`config.mk`:
```
export PLATFORM = sky130hd
export DESIGN_NAME = huffman_dec
export DESIGN_NICKNAME = d
export VERILOG_FILES = /design/src/rtl/huffman_dec.sv
export SDC_FILE = /design/constraint.sdc
export NUM_CORES = 1
export LEC_CHECK = 0
export BUFFER_PORTS_ARGS = -buffer_cell sky130_fd_sc_hd__buf_4
export CORE_MARGIN = 1
export CORE_UTILIZATION = 50
export DETAILED_ROUTE_END_ITERATION = 12
export PLACE_DENSITY = 0.72
export SLEW_MARGIN = 0
export SYNTH_ARGS = -nofsm -noshare
export SYNTH_HDL_FRONTEND = slang
export SYNTH_SLANG_ARGS = --single-unit
```
`constraint.sdc`:
```
create_clock -name clk -period 18.97 [get_ports clk]
set_clock_uncertainty 0.05 [all_clocks]
set_input_delay 2.8455 -clock clk [delete_from_list [all_inputs] [get_ports clk]]
set_output_delay 2.8455 -clock clk [all_outputs]
set_load 0.02 [all_outputs]
```
`src/rtl/huffman_dec.sv`:
```
// Prefix-code bitstream unpacker: splits MSB-first packed words into codewords of the form
// k ones, a zero, one payload bit (length k+2); seven leading ones is flagged as illegal.
module huffman_dec #(
  parameter int unsigned W = 8,
  parameter int unsigned C = 4
) (
  input  logic         clk,
  input  logic         rst,
  input  logic [W-1:0] d_in,
  input  logic         en_in,
  output logic         in_rdy,
  input  logic         flush,
  output logic [W-1:0] d_out,
  output logic [C-1:0] w_out,
  output logic         en_out,
  output logic         err
);

  localparam int unsigned BW   = 2 * W;
  localparam int unsigned CntW = $clog2(BW + 1);

  logic [BW-1:0]   buf_q, buf_d, buf_mid;
  logic [CntW-1:0] cnt_q, cnt_d, cnt_mid;
  logic [W-1:0]    d_out_q;
  logic [C-1:0]    w_out_q;
  logic            en_out_q, err_q;

  logic [C-1:0]    ones, len;
  logic            run, illegal, dec, accept;
  logic [W-1:0]    mask, dec_word;

  // Leading ones over the zero-padded buffer; a run reaching cnt makes len exceed cnt.
  always_comb begin
    ones = '0;
    run  = 1'b1;
    for (int i = 0; i < W - 1; i++) begin
      if (run && buf_q[BW-1-i]) ones = ones + C'(1);
      else                      run  = 1'b0;
    end
    illegal = (ones == C'(W - 1));
    len     = illegal ? C'(W) : ones + C'(2);
  end

  assign dec      = (cnt_q >= CntW'(len));
  assign mask     = ~({W{1'b1}} >> len);
  assign dec_word = buf_q[BW-1 -: W] & mask;
  assign in_rdy   = (cnt_q <= CntW'(W));
  assign accept   = en_in & in_rdy & ~flush;

  // Consume first, then append the new word just below the remaining valid bits.
  always_comb begin
    buf_mid = buf_q;
    cnt_mid = cnt_q;
    if (dec) begin
      buf_mid = buf_q << len;
      cnt_mid = cnt_q - CntW'(len);
    end
    buf_d = buf_mid;
    cnt_d = cnt_mid;
    if (accept) begin
      buf_d = buf_mid | ({d_in, {W{1'b0}}} >> cnt_mid);
      cnt_d = cnt_mid + CntW'(W);
    end
    if (flush) begin
      buf_d = '0;
      cnt_d = '0;
    end
  end

  always_ff @(posedge clk or negedge rst) begin
    if (!rst) begin
      buf_q    <= '0;
      cnt_q    <= '0;
      d_out_q  <= '0;
      w_out_q  <= '0;
      en_out_q <= 1'b0;
      err_q    <= 1'b0;
    end else begin
      buf_q    <= buf_d;
      cnt_q    <= cnt_d;
      en_out_q <= dec & ~flush;
      if (dec && !flush) begin
        d_out_q <= dec_word;
        w_out_q <= len;
        err_q   <= illegal;
      end
    end
  end

  assign d_out  = d_out_q;
  assign w_out  = w_out_q;
  assign en_out = en_out_q;
  assign err    = err_q;

endmodule

```
==> impl_metrics.env <==
export IMPL_final_cell_mix="nand2_1, o21ai_0, nor2_1"
export IMPL_wl_um=9910
export IMPL_cts_setup_buffers=0
export IMPL_grt_use_total_pct=29.3
export IMPL_vias=3468
export IMPL_synth_area_leader_cell="dfrtp_1"
export IMPL_async_flop_share_pct=100
export IMPL_finalWeightedCongestion=0.981
export IMPL_dieArea_sq_um=7010
export IMPL_arrival_ps=7670
export IMPL_synth_seq_area_share_pct=26.2
export IMPL_ys_seq_elements=35
export IMPL_io_pins=27
export IMPL_clock_sinks=35
export IMPL_cpMostUsedCell="ha_1"
export IMPL_ir_drop_mv=0.141
export IMPL_path_max_fanout=18
export IMPL_setup_viol=0
export IMPL_cts_root_buffer="clkbuf_8"
export IMPL_drtPass1Iterations=6
export IMPL_power_switching_mw=0.349
export IMPL_avgSynthCellArea_sq_um=7.70
export IMPL_cts_max_level=2
export IMPL_initial_core_util_pct=52.3
export IMPL_n_antenna_cell=0
export IMPL_p_sw_share_pct=54.4
export IMPL_syn_inst=434
export IMPL_core_rowCount=29
export IMPL_tightest_slew_ps=1160
export IMPL_tns_ps=0
export IMPL_syn_nets=455
export IMPL_syn_to_final_growth_pct=7.72
export IMPL_synth_edf_count=0
export IMPL_grt_pass1_vias=3190
export IMPL_slowest_delay_ps=900
export IMPL_nets=462
export IMPL_p_int_mw=0.292
export IMPL_port_buffers=26
export IMPL_coreArea_sq_um=6390
export IMPL_synth_warnings=0
export IMPL_rsz0062_at_grt="no"
export IMPL_min_period_over_period_pct=39.7
export IMPL_crit_path_end_kind="flip-flop"
export IMPL_p_leak_nw=1.50
export IMPL_post_drt_wl_per_cell_um=19.1
export IMPL_ant_nets=0
export IMPL_drive_gt1_share_pct=14.5
export IMPL_viasPerCell=6.68
export IMPL_cts_hold_buffers=0
export IMPL_drcViolationCount=0
export IMPL_overflow=0
export IMPL_fillerInstances=596
export IMPL_seq_area_sq_um=876
export IMPL_critical_path_class="reg -> reg"
export IMPL_cts_resized_gates=0
export IMPL_antenna_found_initial=0
export IMPL_final_max_slew_viol_count=0
export IMPL_netlist_top_cells_area="dfrtp_1, nand2_1, mux2i_1"
export IMPL_hold_viol_final=0
export IMPL_place_hpwl_um=7210
export IMPL_synth_area_sq_um=3340
export IMPL_fmax_mhz=133
export IMPL_hold_class="reg -> reg"
export IMPL_drt_iter0_markers=451
export IMPL_grt_max_degree=36
export IMPL_fin_crit_ps=7530
export IMPL_pwr_share_comb_pct=70.3
export IMPL_multi_input_area_sq_um=2260
export IMPL_maxCapViolCount=0
export IMPL_power_density_nw_per_um2=178
export IMPL_synth_cell_type_count=69
export IMPL_pre_cts_ws_ps=11590
export IMPL_die_width_um=83.7
export IMPL_die_h_um=83.7
export IMPL_grt_pass1_wl_um=16400
export IMPL_required_ps=19110
export IMPL_numCtsBuffers=5
export IMPL_p_total_mw=0.641
export IMPL_critPathSlowestCell="or2_0"
export IMPL_clk_latency_ps=300
export IMPL_mostFrequentLayoutCell="nand2_1"
export IMPL_clkPwrFrac_pct=8.7
export IMPL_cts_tree="done"
export IMPL_synth_top_cell_area_share_pct=26.2
export IMPL_cts_buffer_depth=2
export IMPL_pwr_share_seq_pct=21.0
export IMPL_synth_main_ff_cell="dfrtp_1"
export IMPL_relSlewSlack_pct=22.6
export IMPL_clk_pin_slew_ps=80
export IMPL_status="finished clean"
export IMPL_startpoint_type="flip-flop"
export IMPL_setup_ws_ps=11440
cells in the mapped netlist (8+ instances only):
master / number
nor2_1: 37
clkbuf_1: 14
nand2_1: 69
nand3_1: 16
ha_1: 8
buf_2: 8
o21ai_0: 41
dfrtp_1: 35
inv_1: 13
a21oi_1: 34
mux2i_1: 22
a31oi_1: 9
worst paths after layout:
kind,from,endpoint,slack (ps),cells past startpoint
max in group asynchronous,rst,buf_q[10],16100,1
hold reg to reg,d_out[3],d_out[3],420,2
min in group asynchronous,rst,w_out[1],2430,1
setup / recovery,buf_q[13],buf_q[8],11440,27
setup reg to reg,buf_q[13],buf_q[8],11440,27
hold / removal,d_out[3],d_out[3],420,2
per-stage QoR:
stage                     cells  util, %  hold WS, ps  instance area, sq um
after floorplan             434        -          491                  3340
after global placement      511     55.0          405                  3510
after detailed placement    511     55.0          415                  3510
after CTS                   519     56.3          431                  3600
after global routing        519     56.3          455                  3600
final                       519     56.3          422                  3600
power by group through the flow:
| stage | Sequential [mW] | Combinational (mW) | Clock [mW] |
|---|---|---|---|
| after floorplan | 0.119 | 0.358 | 0 |
| after CTS | 0.133 | 0.440 | 0.0566 |
| after global routing | 0.137 | 0.489 | 0.0600 |
| after detailed placement | 0.134 | 0.437 | 0 |
| after global placement | 0.133 | 0.437 | 0 |
| final | 0.135 | 0.451 | 0.0556 |
worst max-delay path: cells and delay by family, from the launching register on:
| kind | cells | cell delay [ps] |
|---|---|---|
| adder cells (fa/ha/maj) | 4 | 1480 |
| AO/OA/AOI/OAI | 9 | 2060 |
| multiplexers | 4 | 1130 |
| flip-flops | 1 | 600 |
| buffers and inverters | 3 | 440 |
| AND/OR/NAND/NOR | 5 | 1250 |
| XOR/XNOR | 2 | 380 |
per-layer routing:
| layer | part of all wire, % | track usage, % | routed length (um) | vias up |
|---|---|---|---|---|
| li1 | - | - | - | 1599 |
| met1 | 42 | 42.1 | 4210 | 1611 |
| met2 | 46 | 44.3 | 4530 | 223 |
| met3 | 9.8 | 5.64 | 968 | 35 |
| met4 | 2.0 | 9.71 | 201 | 0 |
| met5 | 0 | 0 | 0 | - |
area by class of cell:
cell class                 instances  area share [%]
multi-input combinational        353            62.7
sequential                        35            24.3
clock buffer                       5            1.91
timing repair buffer              29            6.05
clock inverter                     3           0.556
tap                               77            2.68
inverter                          17            1.77
state kept, by name (all words and copies together), names as in the netlist:
signal,count
err,1
cnt_q,5
buf_q,16
en_out,1
d_out,8
w_out,4
logic make-up after synthesis:
group                    share of synthesized area (%)
AND/OR/NAND/NOR                                   21.9
AO/OA/AOI/OAI                                     30.1
buffers and inverters                             6.37
flip-flops                                        26.2
multiplexers                                      9.18
adder cells (fa/ha/maj)                           3.60
XOR/XNOR                                          2.66
Power figures use the tool's default switching activity.
